<file path="config.mk">
export PLATFORM = sky130hd
export DESIGN_NAME = dmem_arbiter
export DESIGN_NICKNAME = d
export VERILOG_FILES = /design/src/rtl/dmem_arbiter.sv
export SDC_FILE = /design/constraint.sdc
export NUM_CORES = 1
export LEC_CHECK = 0
export ABC_AREA = 1
export BUFFER_PORTS_ARGS = -buffer_cell sky130_fd_sc_hd__buf_4
export CAP_MARGIN = 20
export CORE_AREA = 2 2 88 90
export CTS_BUF_LIST = sky130_fd_sc_hd__clkbuf_8
export DETAILED_ROUTE_END_ITERATION = 8
export DIE_AREA = 0 0 90 92
export RECOVER_POWER = 50
export SLEW_MARGIN = 20
export SYNTH_ARGS = -nofsm -noshare
export SYNTH_HDL_FRONTEND = slang
export SYNTH_SLANG_ARGS = --single-unit
export TNS_END_PERCENT = 20
</file>
<file path="constraint.sdc">
create_clock -name clk -period 1.95 [get_ports clk]
set_input_delay 0.2925 -clock clk [delete_from_list [all_inputs] [get_ports clk]]
set_output_delay 0.2925 -clock clk [all_outputs]
set_load 0.1 [all_outputs]
</file>
<file path="src/rtl/dmem_arbiter.sv">
// dmem_arbiter: shares one synchronous data memory (one-cycle read latency)
// between the core load/store path (c_*) and the debug/loader port (d_*).
// Per-access round-robin with an optional bounded burst lock; read data is
// routed back one cycle later to whichever requester issued the read.
//
// Build option: define DMEM_ARB_FIXED_PRIO_EN to make the core win every
// unlocked tie instead of alternating; lock and forced-yield rules are unchanged.
module dmem_arbiter #(
  parameter int ADDR_W   = 8,
  parameter int DATA_W   = 32,
  parameter int MAX_HOLD = 4
) (
  input  logic              clk,
  input  logic              rst_n,
  input  logic              c_req,
  input  logic              c_we,
  input  logic              c_lock,
  input  logic [ADDR_W-1:0] c_addr,
  input  logic [DATA_W-1:0] c_wdata,
  output logic              c_gnt,
  output logic              c_rvalid,
  output logic [DATA_W-1:0] c_rdata,
  input  logic              d_req,
  input  logic              d_we,
  input  logic              d_lock,
  input  logic [ADDR_W-1:0] d_addr,
  input  logic [DATA_W-1:0] d_wdata,
  output logic              d_gnt,
  output logic              d_rvalid,
  output logic [DATA_W-1:0] d_rdata,
  output logic [ADDR_W-1:0] mem_address,
  output logic [DATA_W-1:0] mem_data,
  output logic              mem_wren,
  input  logic [DATA_W-1:0] mem_q
);

  localparam logic [1:0] IDLE   = 2'd0;
  localparam logic [1:0] LOCK_C = 2'd1;
  localparam logic [1:0] LOCK_D = 2'd2;

  localparam logic WIN_CORE  = 1'b0;
  localparam logic WIN_DEBUG = 1'b1;

  localparam int               HOLD_W   = $clog2(MAX_HOLD + 1);
  localparam logic [HOLD_W-1:0] HOLD_MAX = HOLD_W'(MAX_HOLD);

  logic [1:0]        state, state_nxt;
  logic              last_winner;
  logic [HOLD_W-1:0] hold_cnt, hold_nxt;
  logic              pend_valid;
  logic              pend_owner;

  logic tie_core;
  logic idle_c, idle_d;
  logic win_c, win_d;
  logic cont_lock;
  logic any_gnt;
  logic win_we, win_lock;

  // Tie-break policy for unlocked arbitration.
`ifdef DMEM_ARB_FIXED_PRIO_EN
  assign tie_core = 1'b1;
`else
  assign tie_core = (last_winner == WIN_DEBUG);
`endif

  assign idle_c = c_req & (~d_req | tie_core);
  assign idle_d = d_req & ~idle_c;

  // Winner selection from requests and the lock state.
  always_comb begin
    // NOTE: every output of a combinational block gets a default first so no
    // path leaves it unassigned, which would otherwise infer a latch.
    win_c     = idle_c;
    win_d     = idle_d;
    cont_lock = 1'b0;
    case (state)
      LOCK_C: begin
        if (c_req && c_lock) begin
          if (hold_cnt < HOLD_MAX || !d_req) begin
            win_c     = 1'b1;
            win_d     = 1'b0;
            cont_lock = 1'b1;
          end else begin
            win_c = 1'b0;
            win_d = 1'b1;
          end
        end
      end
      LOCK_D: begin
        if (d_req && d_lock) begin
          if (hold_cnt < HOLD_MAX || !c_req) begin
            win_c     = 1'b0;
            win_d     = 1'b1;
            cont_lock = 1'b1;
          end else begin
            win_c = 1'b1;
            win_d = 1'b0;
          end
        end
      end
      default: ;
    endcase
  end

  // Grants and memory-side muxing; everything is forced quiet during reset.
  assign c_gnt    = win_c & rst_n;
  assign d_gnt    = win_d & rst_n;
  assign any_gnt  = c_gnt | d_gnt;
  assign win_we   = win_d ? d_we   : c_we;
  assign win_lock = win_d ? d_lock : c_lock;

  assign mem_address = rst_n ? (win_d ? d_addr  : c_addr)  : '0;
  assign mem_data    = rst_n ? (win_d ? d_wdata : c_wdata) : '0;
  assign mem_wren    = any_gnt & win_we;

  // Next lock state and hold count; the cycle that takes the lock counts as
  // the first held cycle, so a locker owns at most MAX_HOLD cycles in a row
  // while the other side waits.
  always_comb begin
    state_nxt = IDLE;
    hold_nxt  = '0;
    if (any_gnt && win_lock) begin
      state_nxt = win_d ? LOCK_D : LOCK_C;
      if (cont_lock)
        hold_nxt = (hold_cnt == HOLD_MAX) ? HOLD_MAX : hold_cnt + 1'b1;
      else
        hold_nxt = HOLD_W'(1);
    end
  end

  // Arbitration state and the pending-read owner tag.
  always_ff @(posedge clk or negedge rst_n) begin
    if (!rst_n) begin
      state       <= IDLE;
      last_winner <= WIN_DEBUG;
      hold_cnt    <= '0;
      pend_valid  <= 1'b0;
      pend_owner  <= WIN_CORE;
    end else begin
      // NOTE: sequential state uses non-blocking assignments so every register
      // samples pre-edge values regardless of statement order.
      state      <= state_nxt;
      hold_cnt   <= hold_nxt;
      pend_valid <= any_gnt & ~win_we;
      if (any_gnt) begin
        last_winner <= win_d;
        pend_owner  <= win_d;
      end
    end
  end

  // Read-data routing: memory output passes straight to the tagged owner.
  assign c_rvalid = pend_valid & (pend_owner == WIN_CORE);
  assign d_rvalid = pend_valid & (pend_owner == WIN_DEBUG);
  assign c_rdata  = c_rvalid ? mem_q : '0;
  assign d_rdata  = d_rvalid ? mem_q : '0;

endmodule
</file>
# After elaboration in Yosys (flattened, before gate mapping)
# Cells that the tools add are included.
# word_totals
elab_cells	57
inputBits	120
output_inout_bits	109
regBits	8
ramBits	0
n_memories	0
latchBits	0
mem_bits_ro	0
# classes
n_lt_le_gt_ge	1
div_mod_pow	0
n_reduce_logical	7
n_mul	0
mux	26
shifts	0
bitwise_logic	14
eq_ne	3
add_sub_neg	1
# ops
op	count
32-bit two-way mux	4
8-bit two-way mux	2
1-bit two-way mux	12
3-bit two-way mux	3
1-bit bitwise AND	8
1-bit one-hot mux with 2 select lines	3
2-bit two-way mux	2
1-bit inverter	4
3-bit by 1-bit adder with 3-bit output, second input constant	1
3-bit == test, second input constant	1
1-bit logical AND	3
3-bit < comparator, second input constant	1
2-bit by 1-bit == test with 1-bit output, second input constant	1
2-bit == test, second input constant	1
1-bit logical NOT	2
1-bit logical OR	2
1-bit OR	2

# Longest topological paths before layout
# logic_depth
depth_word	11
mapped_depth	14
ltp_nobuf	13

# Worst setup path before layout
# Ideal clock, no wire load.
# synth_path
kind	reg2out
from	register pend_owner
to	output c_rdata[10]
arrival_time_ps	3487
path_buffers	1
required_ps	1657
path_slack_ps	-1829
stages_incl_launch_ff	5
path_cell_list	dfrtp_1 nor2_1 inv_1 clkbuf_1 nor2_1
# synth_via
elab_chain_len	3
# synth_rtl
item	line	rtl
start, declared	51	logic pend_owner;
start signal, assigned	148	pend_owner <= win_d;
1-bit inverter	154	assign c_rvalid = pend_valid & (pend_owner == WIN_CORE);
1-bit bitwise AND	154	
net c_rvalid	21	output logic c_rvalid,
32-bit two-way mux	156	assign c_rdata = c_rvalid ? mem_q : '0;
end, declared	22	output logic [DATA_W-1:0] c_rdata,
# The timed path passes the listed nets, and every way through them passes these cells.

# Worst setup path in the final report
# layout_path
from	register state[0]
to	output mem_data[2]
# layout_via
elab_chain_len	4
word_cells_on_any_way	5
classes_between	2 x eq/ne; 3 x mux
# layout_rtl
item	line	rtl
start, declared	47	logic [1:0] state, state_nxt;
start signal, assigned	143	state <= state_nxt;
2-bit == test or 2-bit by 1-bit == test with 1-bit output (tied branches)	77	case (state)
1-bit one-hot mux with 2 select lines (*)	77	
32-bit two-way mux (*) (2 in series)	114	assign mem_data = rst_n ? (win_d ? d_wdata : c_wdata) : '0;
end, declared	32	output logic [DATA_W-1:0] mem_data,
# Mark *: on every way between the ends. The rest lies on a longest branch, timed or not.

==> metrics.yaml <==
timing:
  setup_ws_ns: -0.4288
  skew_ns: 0.002039
  hold_violations: 0
  period_share_pct: 122.0
  fmax_ghz: 0.4204
  slew_viol_final: 0
  setup_viol: 43
  max-slew-margin-rel_pct: 62.91
  worst_pin_slew_ns: 0.5587
  rsz0062_at_grt: "yes"
  finalCriticalPeriod_ns: 2.379
layout:
  area_growth_pct: 226.7
  diodes: 0
  layout-drive-gt1-share_pct: 72.83
  layout.nets: 725
  final_cell_area_sq_mm: 0.005502
yosys:
  synth_top_family_by_area: "simple AND/OR/NAND/NOR gates"
  yosysWarnings: 0
  syn_avg_cell_area_sq_um: 5.182
  synth-compound-area-share_pct: 14.26
  synth-xor-area-share_pct: 0.5201
  synth_cell_types: 23
  yosysTopAreaCellShare_pct: 29.64
  synth_mux_area_share_pct: 0
  synth.area.top_cells: "nor2_1 (30%), o21ai_0 (12%), inv_1 (11%)"
  yosys.area_share.simple_pct: 48.59
  synthCells: 325
  synth-seq-cells: 8
  netlist_area_sq_mm: 0.001684
  yosysTopAreaCell: "nor2_1"
  yosys.area_share.adder_pct: 2.972
  seq_area_frac_synth_pct: 11.96
  synth_nets: 449
routing:
  drc: 0
  drt-total-wl_um: 9371
  wl_per_cell_um: 13.35
  drt_first_iter_violations: 40
  vias_per_cell: 4.296
  dr_total_vias: 3016
  drtPass1Iterations: 4
  ant_nets: 0
power:
  p_per_area_mw_per_mm2: 702.1
  ir_drop_mv: 0.5232
  power_mw: 3.862
  leakagePower_nw: 2.683
clocking:
  tritoncts_num_sinks: 8
  clk_latency_ns: 0.23
  cts_buffer_depth: 2
  htree_num_levels: 1
  ctsRootBufferMaster: "clkbuf_8"
  numCtsBuffers: 3
  cts_tree: "yes"
  clk_pin_slew_ns: 0.04
setup_path:
  critical-path-max-stage-delay_ns: 0.39
  critPathLaunchType: "flop"
  required_ns: 1.66
  r2r-end: "hold_cnt[2]$_DFF_PN0_"
  rr_worst_depth: 11
  arrival_ns: 2.09
  r2r_start: "state[1]$_DFF_PN0_"
  cp_cell_sequence: "buf_4, ha_4, nand2_2, nand3_1, nand2_2, nand2_8, buf_12, buf_16, o21ai_0, buf_4, nor2_4, buf_12"
  critPathKind: "reg -> out"
  cp_slowest_cell: "dfrtp_1"
  cp_max_fo: 10
  startpoint: "state[0]$_DFF_PN0_"
  r2r_setup_slack_ns: 0.22
  cp-end-kind: "output pin"
die:
  die_x_um: 90
  start_util_pct: 22.61
  core-area_sq_mm: 0.007447
  die_h_um: 92
  fp-row-count: 32
  die-area_sq_mm: 0.008280
  ios: 229
run:
  drv_cap: 0
status:
  run_status: "finished with violations"
  violations: "setup timing"
placed_design:
  place_ws_ns: -0.2726
  dpl.hpwl_um: 6854
  gp_congestion: 0.8177
  placed_area_sq_mm: 0.004458
  io_buffer_count: 228
global_route:
  grt_pass1_wl_um: 13940
  overflow: 0
  grt_usage_pct: 20.17
  grt_max_degree: 34
  grt_pass1_vias: 2940
  grt_antenna_before_repair: 0
worst_hold_path:
  hold_class: "in -> async"
## stage by stage
| stage | utilization [%] | hold WS (ns) | cells | TNS [ns] |
|---|---|---|---|---|
| final | 73.87 | 0.1684 | 702 | -14.94 |
| after global routing | 73.87 | 0.1784 | 702 | -18.75 |
| after CTS | 70.55 | 0.1671 | 709 | -15.01 |
| after detailed placement | 59.86 | 0.4085 | 698 | -9.711 |
| after global placement | 59.86 | 0.4059 | 698 | -8.946 |
| after floorplan | - | -0.003091 | 325 | -22.29 |
## layout by cell type (no fill, tap or decap), types with 6 or more instances in the layout
| cell | Yosys | routed |
|---|---|---|
| buf_4 | 0 | 229 |
| nor2_4 | 0 | 108 |
| buf_12 | 3 | 51 |
| inv_1 | 51 | 46 |
| nor2_1 | 133 | 40 |
| o21ai_0 | 42 | 25 |
| nand2_1 | 25 | 22 |
| o21ai_2 | 0 | 8 |
| o21ai_1 | 1 | 8 |
| nand2_2 | 6 | 7 |
| dfrtp_1 | 7 | 7 |
| nand3_1 | 6 | 6 |
## cells by family (layout without fill, tap and decap cells)
logic type	Yosys count	after routing
buffers and inverters	72	347
xor gates and xnor gates	1	1
DFF	8	8
adders and majority gates	4	4
AOI/OAI and AO/OA	47	47
and+or+nand+nor	193	193
## per-layer routing
metal	routed length (um)	up-vias	track usage (%)
met5	0	-	0
met4	197	0	5.897
met3	841	14	5.752
met2	5190	152	39.72
met1	3142	1334	20.49
li1	-	1516	-
## how the worst max path moves through the flow
stage                        end  slack [ns]  cells after the start
floorplan            d_rdata[21]       -0.33                      3
global placement    mem_data[12]       -0.24                     12
detailed placement  mem_data[13]       -0.27                     12
CTS                 mem_data[16]       -0.40                     13
global route         mem_data[2]       -0.53                     14
finish               mem_data[2]       -0.43                     12
## cells in the mapped netlist, drive strengths merged
| master | count |
|---|---|
| a21boi | 1 |
| a21oi | 2 |
| buf | 8 |
| clkbuf | 11 |
| clkinv | 1 |
| dfrtp | 7 |
| dfstp | 1 |
| ha | 4 |
| inv | 52 |
| nand2 | 33 |
| nand3 | 7 |
| nor2 | 153 |
| o21a | 1 |
| o21ai | 43 |
| xor2 | 1 |
## what timing repair did
| item | in CTS | in global routing |
|---|---|---|
| pin swaps | 3 | 20 |
| cloned | 2 | 2 |
| setup endpoints to repair | 43 | 44 |
| hold buffers | 0 | 0 |
| buffers inserted | 6 | 1 |
| resized for setup | 166 | 71 |
| hold endpoints to repair | 0 | 0 |
## worst max-delay path, delay by kind of cell (launching register included)
kind                       cells  cell delay [ns]
and+or+nand+nor                5             0.42
adders and majority gates      1             0.16
DFF                            1             0.39
AOI/OAI and AO/OA              1             0.18
buffers and inverters          5             0.73
## sequential cells by signal, summed over array words and instances (netlist names)
name,cells
hold_cnt,3
last_winner,1
pend_owner,1
pend_valid,1
state,2
## cell type report
class | count | area [sq um]
clock buffers | 3 | 41.29
clock inverters | 1 | 3.754
fillers | 570 | 1946
inverters | 53 | 230.2
multi-input cells | 245 | 1994
flip-flops and latches | 8 | 201.4
well taps | 102 | 127.6
repair buffers | 290 | 2903
## where the power goes
part / total [mW] / internal, mW / switching, mW
Clock: 0.201 / 0.136 / 0.0650
Combinational: 3.45 / 1.18 / 2.27
Sequential: 0.213 / 0.194 / 0.0186
Power figures use the tool's default switching activity.
